`src/rtl/multiword_adder_seq.sv`:
```
// Sequential multi-word adder: one N-bit slice adder stepped over WORDS cycles with a registered carry.
// Define ADDSEQ_SUB_EN to build two's-complement subtraction (sub input honoured at accept).
module multiword_adder_seq #(
    parameter int N     = 4,
    parameter int WORDS = 4
) (
    input  logic             clk,
    input  logic             rst_n,
    input  logic             start,
    input  logic             flush,
    input  logic             sub,
    input  logic [N*WORDS-1:0] a,
    input  logic [N*WORDS-1:0] b,
    output logic             busy,
    output logic             done,
    output logic [N*WORDS-1:0] result,
    output logic             cout,
    output logic             zero
);

    localparam int W     = N * WORDS;
    localparam int IDX_W = $clog2(WORDS);
    localparam logic [IDX_W-1:0] LAST_IDX = IDX_W'(WORDS - 1);

    typedef enum logic [1:0] {IDLE, RUN, DONE} state_e;

    state_e           state_q, state_d;
    logic [IDX_W-1:0] idx_q, idx_d;
    logic             carry_q, carry_d;
    logic [W-1:0]     a_q, a_d;
    logic [W-1:0]     b_q, b_d;
    logic [W-1:0]     result_q, result_d;
    logic             cout_q, cout_d;
    logic             zero_q, zero_d;

    logic [W-1:0]     b_in;
    logic             cin_in;

`ifdef ADDSEQ_SUB_EN
    // Subtraction is a + ~b + 1: invert b once at capture and seed the carry.
    assign b_in   = sub ? ~b : b;
    assign cin_in = sub;
`else
    logic unused_sub;
    assign unused_sub = sub;
    assign b_in       = b;
    assign cin_in     = 1'b0;
`endif

    // The single shared slice adder; the extra top bit is its carry out.
    logic [N:0] slice_sum;
    assign slice_sum = {1'b0, a_q[idx_q*N +: N]} + {1'b0, b_q[idx_q*N +: N]} + {{N{1'b0}}, carry_q};

    // NOTE: every *_d gets its hold value first so no path through the case leaves it unassigned (no latch).
    always_comb begin
        state_d  = state_q;
        idx_d    = idx_q;
        carry_d  = carry_q;
        a_d      = a_q;
        b_d      = b_q;
        result_d = result_q;
        cout_d   = cout_q;
        zero_d   = zero_q;

        case (state_q)
            IDLE: begin
                idx_d = '0;
                if (start && !flush) begin
                    state_d  = RUN;
                    a_d      = a;
                    b_d      = b_in;
                    carry_d  = cin_in;
                    result_d = '0;
                    cout_d   = 1'b0;
                    zero_d   = 1'b0;
                end
            end
            RUN: begin
                if (flush) begin
                    state_d  = IDLE;
                    idx_d    = '0;
                    carry_d  = 1'b0;
                    result_d = '0;
                    cout_d   = 1'b0;
                    zero_d   = 1'b0;
                end else begin
                    result_d[idx_q*N +: N] = slice_sum[N-1:0];
                    carry_d                = slice_sum[N];
                    if (idx_q == LAST_IDX) begin
                        // Hold idx on the last slice so it never wraps inside an operation.
                        state_d = DONE;
                        cout_d  = slice_sum[N];
                        zero_d  = (result_d == '0);
                    end else begin
                        idx_d = idx_q + 1'b1;
                    end
                end
            end
            DONE: begin
                state_d = IDLE;
                idx_d   = '0;
            end
            default: state_d = IDLE;
        endcase
    end

    // NOTE: operand registers are reset along with control state; they are few flops, and a clean reset keeps sim free of X.
    // NOTE: sequential state uses non-blocking assignment so all flops update from pre-edge values.
    always_ff @(posedge clk or negedge rst_n) begin
        if (!rst_n) begin
            state_q  <= IDLE;
            idx_q    <= '0;
            carry_q  <= 1'b0;
            a_q      <= '0;
            b_q      <= '0;
            result_q <= '0;
            cout_q   <= 1'b0;
            zero_q   <= 1'b0;
        end else begin
            state_q  <= state_d;
            idx_q    <= idx_d;
            carry_q  <= carry_d;
            a_q      <= a_d;
            b_q      <= b_d;
            result_q <= result_d;
            cout_q   <= cout_d;
            zero_q   <= zero_d;
        end
    end

    assign busy   = (state_q == RUN) || (state_q == DONE);
    assign done   = (state_q == DONE);
    assign result = result_q;
    assign cout   = cout_q;
    assign zero   = zero_q;

endmodule

```
`config.mk`:
```
export PLATFORM = sky130hd
export DESIGN_NAME = multiword_adder_seq
export DESIGN_NICKNAME = d
export VERILOG_FILES = /design/src/rtl/multiword_adder_seq.sv
export SDC_FILE = /design/constraint.sdc
export NUM_CORES = 1
export LEC_CHECK = 0
export CORE_MARGIN = 2
export CORE_UTILIZATION = 57
export DETAILED_ROUTE_END_ITERATION = 16
export DONT_BUFFER_PORTS = 1
export PLACE_DENSITY = 0.75
export SYNTH_ARGS = -nofsm -noshare
export SYNTH_HDL_FRONTEND = slang
export SYNTH_SLANG_ARGS = --single-unit
```
`constraint.sdc`:
```
create_clock -name clk -period 2.8 [get_ports clk]
set_clock_uncertainty 0.2 [all_clocks]
set_input_delay 0.56 -clock clk [delete_from_list [all_inputs] [get_ports clk]]
set_output_delay 0.56 -clock clk [all_outputs]
set_load 0.03 [all_outputs]
```
# After elaboration in Yosys (flattened, before gate mapping)
# Index checks and enable logic that the tools add are counted.
# W data, S select, Z words.
classes:
  n_shift: 4
  n_eq_ne: 6
  add_sub_neg: 4
  bitwise: 0
  n_reduce_logical: 13
  order_cmp: 0
  n_mul: 0
  n_mux: 20
  div_mod_pow: 0
op_table:
  columns: ["operator", "n"]
  rows:
  - ["$neg A4 Y34", 1]
  - ["$shift A4 B34 Y16 const A", 1]
  - ["$shiftx A4 B34 Y16", 1]
  - ["$mux W16", 2]
  - ["$pmux W16 S2", 1]
  - ["$shiftx A16 B5 Y4", 2]
  - ["$bwmux W16", 1]
  - ["$logic_not A16 Y1", 1]
  - ["$mux W2", 5]
  - ["$pmux W2 S2", 2]
  - ["$reduce_and A2 Y1", 4]
  - ["$mux W1", 6]
  - ["$ne A3 B3 Y1 const B", 2]
  - ["$pmux W1 S2", 3]
  - ["$add A4 B4 Y5", 1]
  - ["$add A5 B1 Y5", 1]
  - ["$eq A2 B2 Y1 const B", 2]
  - ["$reduce_bool A2 Y1", 2]
  - ["$reduce_and A3 Y1", 1]
  - ["$add A2 B1 Y2 const B", 1]
  - ["$eq A2 B1 Y1 const B", 1]
  - ["$logic_not A2 Y1", 1]
  - ["$ne A2 B2 Y1 const B", 1]
  - ["$reduce_or A2 Y1", 1]
  - ["other kinds (3)", 3]
totals:
  romBits: 0
  elab_cells: 55
  regBits: 55
  n_memories: 0
  inputBits: 37
  latch_bits: 0
  mem_bits_rw: 0
  output_inout_bits: 20

# Depth between registers and ports, before layout
# Gate-level depths: netlist (run 1).
logic_depth:
  depth_word: 9
  mapped_depth: 10

# Worst setup path before layout (run 1)
# No wires, ideal clock.
synth_timing:
  path_type: "reg-to-reg"
  from: "register idx_q[0]"
  to: "register zero_q, in the netlist zero"
  path_buffers: 1
  slack_ns: -0.221
  arrival_ns: 2.699
  setup_ns: 0.122
  stages_incl_launch_ff: 10
  cell_sequence: "dfrtp_1 buf_2 mux4_2 fa_1 inv_1 fa_1 nand2_1 o22a_1 a21oi_1 a32o_1"
synth_via:
  elab_chain_cells: 9
  word_cells_on_any_way: 15
  classes_between: "add/sub: 3; eq/ne: 2; shift: 4; mux: 4; reduce/logical: 2"
synth_lines:
  columns: ["item", "line", "text"]
  rows:
  - ["start, declared", "28", "logic [IDX_W-1:0] idx_q, idx_d;"]
  - ["start signal, assigned", "121", "idx_q <= idx_d;"]
  - ["$shiftx A16 B5 Y4", "52", "assign slice_sum = {1'b0, a_q[idx_q*N +: N]} + {1'b0, b_q[idx_q*N +: N]} + {{N{1'b0}}, carry_q};"]
  - ["$add A4 B4 Y5", "52", null]
  - ["$add A5 B1 Y5", "52", null]
  - ["$shiftx A4 B34 Y16", "87", "result_d[idx_q*N +: N] = slice_sum[N-1:0];"]
  - ["$bwmux W16", "87", null]
  - ["$logic_not A16 Y1", "93", "zero_d = (result_d == '0);"]
  - ["$mux W1", "89", "if (idx_q == LAST_IDX) begin"]
  - ["$mux W1", "79", "if (flush) begin"]
  - ["$pmux W1 S2", "65", "case (state_q)"]
  - ["end signal, assigned", "127", "zero_q <= zero_d;"]
  - ["end, declared", "34", "logic zero_q, zero_d;"]
# Several ways; a longest one is shown, not always the timed one. The select of a mux whose other input is x is not followed.
# A chain may end at the register's enable or synchronous reset.

# Final worst setup path (run 1)
# Ends and elaborated chain as after synthesis.

==> flow_summary.yaml, run 1 <==
outcome:
  outcome: "completed"
synthesis:
  synth_cell_type_count: 37
  synth-edff-count: 0
  ys_seq_elements: 55
  synth_common_cells: "dfrtp_1, mux2_2, nand2_1, ha_1, inv_1"
  synthFlopType: "dfrtp_1"
  syn-num-nets: 263
  synth_cells: 212
  netlist_area_sq_mm: 0.00272
  yosys_warnings: 0
  synth_top_area_share_pct: 50.6
  avgSynthCellArea_sq_um: 12.8
  synth.area.top_cells: "dfrtp_1, mux2_2, mux4_2"
  yosysMostFrequentCell: "dfrtp_1"
  synth_top_area_cell: "dfrtp_1"
  seq_area_frac_synth_pct: 50.6
  synthArstFlopShare_pct: 100
timing:
  layout_min_cycle_time_ps: 2690
  tns_ps: 0
  fmax_mhz: 372
  slew_violations: 0
  worstMarginPinSlew_ps: 487
  setup-violations-final: 0
  timing.final.hold_violations: 0
  slew_headroom_pct: 67.3
  fin_crit_sh_pct: 95.9
  setup_ws_ps: 114
  rsz0062_at_grt: "no"
placement:
  numPortBuffers: 0
  pre_cts_ws_ps: 104
  hpwl_mm: 3.88
  gp_congestion: 0.878
hold_path:
  hold-path-cell-count: 1
  hp-start: "a[15]"
  holdPathEnd: "a_q[15]"
  hold_path_class: "in2reg"
worst_setup_path:
  r2r_end: "zero"
  reg2reg_from: "idx_q[0]"
  cp.depth: 8
  path_cells: "mux4_2 > fa_2 > inv_2 > fa_2 > nand2_1 > o22a_1 > a21oi_1 > a32o_1"
  slowest_stage: "mux4_2"
  cp.arrival_ps: 2690
  critPathKind: "reg2reg"
  cpMostUsedCell: "fa_2"
  reg2reg_depth: 8
  reg2reg_setup_slack_ps: 110
  cp_data_required_time_ps: 2810
  crit_path_max_incr_delay_ps: 550
  cp-end-kind: "register"
  path_buf_inv: 1
  critPathMaxFanout: 4
  crit_family: "adder cells"
  critPathLaunchType: "register"
power:
  p_sw_mw: 1.19
  p_per_area_mw_per_mm2: 1090
  comb_power_share_pct: 44.9
  ir_drop_v: 0.000469
  swShare_pct: 36.6
  power.leakage_nw: 1.29
  internal_power_mw: 2.06
  total_power_mw: 3.24
  seqPwrFrac_pct: 38.6
  p_clk_share_pct: 16.5
flow_run:
  maxCapViolations: 0
clock_tree:
  clk_latency_ps: 300
  clk_pin_slew_ps: 90
  cts_tree: "done"
  post-cts-setup-buffers: 0
  ctsLongestPathBuffers: 2
  cts_root_buffer: "clkbuf_8"
  cts-buffers-inserted: 5
  cts_max_level: 2
  clock-sinks: 55
global_routing:
  overflow: 0
  grt_usage_pct: 21.1
  grt_pass1_wl_mm: 8.57
  grt_max_degree: 56
  antenna_found_initial: 0
  grt_pass1_vias: 1840
drt:
  finalWirelength_mm: 5.18
  drt-wirelength-per-cell_um: 18.7
  avgViaCountPerCell: 6.12
  dr.pass1.iters: 4
  drc: 0
  vias: 1695
  ant_nets: 0
  drtIter0Drc: 88
die:
  die_h_um: 73.1
  dieArea_sq_mm: 0.00534
  die_w_um: 73.1
  pin_count: 57
  design.core.area_sq_mm: 0.00466
  core.rowCount: 25
  initial_core_util_pct: 58.4
layout:
  nNetsFinal: 273
  n_antenna_cell: 0
  synthToLayoutAreaGrowth_pct: 9.61
  drive_gt1_share_pct: 30.5
logic make-up after synthesis:
| group | after synthesis | synth area share (%) |
|---|---|---|
| flip-flops | 55 | 50.6 |
| XOR/XNOR | 2 | 0.644 |
| AND/OR/NAND/NOR | 38 | 7.36 |
| adder cells (fa/ha/maj) | 14 | 6.99 |
| multiplexers | 40 | 19.9 |
| buffers and inverters | 18 | 2.94 |
| AO/OA/AOI/OAI | 45 | 11.6 |
power groups by stage:
stage	clock (mW)	sequential [mW]	combinational, mW
3_3_place_gp	0	1.25	1.33
6_report	0.535	1.25	1.46
5_1_grt	0.572	1.28	1.59
3_5_place_dp	0	1.27	1.38
2_1_floorplan	0	1.21	1.00
4_1_cts	0.549	1.25	1.42
layout make-up:
class | count | area (sq um)
Clock buffer | 6 | 82.6
Clock inverter | 2 | 35.0
Fill cell | 362 | 1680
Inverter | 12 | 45.0
Multi-Input combinational cell | 139 | 1280
Sequential cell | 55 | 1380
Tap cell | 54 | 67.6
Timing Repair Buffer | 9 | 97.6
through the flow:
stage	cells	hold slack, ps	utilization, %	area [sq um]
floorplan	212	64.4	-	2730
global placement	267	66.7	60.3	2810
detailed placement	267	66.4	60.3	2810
CTS	277	184	63.6	2960
global route	277	174	64.0	2980
finish	277	192	64.0	2980
worst register-to-register path, stage by stage, from the launching register on:
cell	delay, ps
dfrtp_2	440
mux4_2	550
fa_2	390
inv_2	70
fa_2	440
nand2_1	90
o22a_1	130
a21oi_1	40
a32o_1	230
per-layer routing:
| metal | routed length [um] | global-route usage, % | part of all wire (%) |
|---|---|---|---|
| met5 | 0 | 0 | 0 |
| met4 | 106 | 8.44 | 2.0 |
| met1 | 2130 | 25.4 | 41 |
| met3 | 337 | 6.77 | 6.5 |
| met2 | 2610 | 35.1 | 50 |
layout by cell type (no fill, tap or decap), types with 2 or more instances in the layout:
master and count:
dfrtp_1 54, mux2_2 32, nand2_1 17, ha_1 12, inv_1 11, o21ai_0 10
o21ai_1 9, a22o_1 9, mux4_2 8, clkbuf_8 6, buf_4 5, nor2_1 4
a21oi_1 4, nor4_1 4, nor3_1 3, a32o_1 2, a21o_1 2, nand2b_1 2
or3_1 2, and2_1 2, fa_2 2, buf_6 2
worst max-delay path by stage:
| stage | start | to | slack (ps) |
|---|---|---|---|
| 6_report | idx_q[0] | zero | 110 |
| 5_1_grt | idx_q[0] | zero | 10 |
| 4_1_cts | idx_q[0] | zero | 80 |
| 3_5_place_dp | idx_q[0] | zero | 100 |
| 3_3_place_gp | idx_q[0] | zero | 180 |
| 2_1_floorplan | idx_q[0] | zero | 10 |
what timing repair did:
| item | in CTS | in global routing |
|---|---|---|
| setup endpoints to repair | 0 | 1 |
| endpoints found under the hold margin | 55 | 0 |
| gates resized for setup | 0 | 4 |
| hold buffers | 2 | 0 |
flip-flops by register name, summed over array words and instances, names as in the netlist:
register and flops:
result 16, idx_q 2, a_q 16, zero 1, cout 1, carry_q 1
state_q 2, b_q 16
Power figures use the tool's default switching activity.
==> inputs of run 2 (changes only) <==
GPL_ROUTABILITY_DRIVEN = 0   (was not set)
==> results of run 2 <==
Final layout, timing and power as in run 1 (identical DEF).
==> inputs of run 3 (changes only) <==
CTS_CLUSTER_DIAMETER = 150   (was not set)
SKIP_CTS_REPAIR_TIMING = 1   (was not set)
==> run 3 against run 2 <==
Effect of this change: non-clock buffer count unchanged; combinational power about the same; critical path depth unchanged; clock power about the same; design area unchanged; clock-buffer cell count unchanged; wire length up 0.14%; register-to-register slack about the same; fmax about the same; worst hold slack about the same; critical path type unchanged; largest power group unchanged.
==> flow_summary.yaml, run 3 (synthesis results as in run 1) <==
outcome:
  outcome: "completed"
worst_setup_path:
  cp.arrival_ps: 2690
  reg2reg_depth: 8
  cp-end-kind: "register"
  reg2reg_from: "idx_q[0]"
  critPathLaunchType: "register"
  r2r_end: "zero"
  critPathMaxFanout: 4
  critPathKind: "reg2reg"
  cp_data_required_time_ps: 2810
  reg2reg_setup_slack_ps: 110
die:
  pin_count: 57
  initial_core_util_pct: 58.4
  die_h_um: 73.1
  dieArea_sq_mm: 0.00534
  core.rowCount: 25
  die_w_um: 73.1
  design.core.area_sq_mm: 0.00466
power:
  power.leakage_nw: 1.29
  p_per_area_mw_per_mm2: 1090
  ir_drop_v: 0.000471
layout:
  synthToLayoutAreaGrowth_pct: 9.61
  final_area_sq_mm: 0.00298
  layout_common_cells: "dfrtp_1, mux2_2, nand2_1, ha_1, inv_1"
  nNetsFinal: 273
  fillers: 364
  layout_commonest_cell: "dfrtp_1"
  drive_gt1_share_pct: 30.5
  n_antenna_cell: 0
drt:
  vias: 1702
  drt-wirelength-per-cell_um: 18.7
  drc: 0
  avgViaCountPerCell: 6.14
  dr.pass1.iters: 4
  ant_nets: 0
  drtIter0Drc: 84
  finalWirelength_mm: 5.19
global_routing:
  grt_max_degree: 56
  antenna_found_initial: 0
  grt_pass1_wl_mm: 8.54
  grt_pass1_vias: 1822
  overflow: 0
  grt_usage_pct: 21.0
clock_tree:
  cts_root_buffer: "clkbuf_8"
  cts-buffers-inserted: 5
  clk_latency_ps: 300
  cts_tree: "done"
  ctsLongestPathBuffers: 2
  cts_max_level: 2
  clk_pin_slew_ps: 100
  clock-sinks: 55
timing:
  fmax_mhz: 372
  slew_violations: 0
  fin_crit_sh_pct: 96.0
  tns_ps: 0
  layout_min_cycle_time_ps: 2690
  timing.final.hold_violations: 0
  worstMarginPinSlew_ps: 491
  hold_slack_ps: 192
  rsz0062_at_grt: "no"
  slew_headroom_pct: 67.0
  setup-violations-final: 0
placement:
  hpwl_mm: 3.88
  numPortBuffers: 0
  place_area_sq_mm: 0.00281
hold_path:
  hold-path-cell-count: 1
  hp-start: "a[15]"
  holdPathEnd: "a_q[15]"
  hold_path_class: "in2reg"
flow_run:
  maxCapViolations: 0
run 3: cell counts in the layout (fill, tap and decap cells not counted):
No cell type changed its count.
run 3: per-layer routing:
| layer | track usage (%) | vias to the layer above | share of wire (%) |
|---|---|---|---|
| li1 | - | 791 | - |
| met1 | 25.3 | 844 | 41 |
| met2 | 35.1 | 56 | 51 |
| met3 | 6.63 | 11 | 6.2 |
| met4 | 8.44 | 0 | 1.7 |
| met5 | 0 | - | 0 |
run 3: cell type report:
cell class / count / area, sq um / area share (%)
inverters: 12 / 45.0 / 1.51
well taps: 54 / 67.6 / 2.27
multi-input cells: 139 / 1280 / 42.8
repair buffers: 9 / 97.6 / 3.27
clock inverters: 2 / 35.0 / 1.17
clock buffers: 6 / 82.6 / 2.77
flip-flops and latches: 55 / 1380 / 46.2
run 3: worst max path at each step:
| stage | from | to | slack [ps] | cells after the start |
|---|---|---|---|---|
| 2_1_floorplan | idx_q[0] | zero | 10 | 9 |
| 3_3_place_gp | idx_q[0] | zero | 180 | 8 |
| 3_5_place_dp | idx_q[0] | zero | 100 | 8 |
| 4_1_cts | idx_q[0] | zero | 80 | 8 |
| 5_1_grt | idx_q[0] | zero | 9 | 8 |
| 6_report | idx_q[0] | zero | 110 | 8 |
run 3: worst max-delay path, stage by stage, from the launching register on:
cell     delay [ps]
dfrtp_2         440
mux4_2          550
fa_2            390
inv_2            70
fa_2            440
nand2_1          90
o22a_1          130
a21oi_1          40
a32o_1          230
run 3: per-stage QoR:
stage	worst slack, ps	cells	power (mW)	util (%)
6_report	113	277	3.24	64.0
5_1_grt	9.24	277	3.45	64.0
4_1_cts	77.8	275	3.20	62.8
3_5_place_dp	104	267	2.65	60.3
3_3_place_gp	181	267	2.57	60.3
2_1_floorplan	14.0	212	2.22	-
run 3: power breakdown:
group	switching [mW]	internal, mW
logic	0.737	0.720
registers	0.205	1.05
clock network	0.248	0.289
total	1.19	2.06
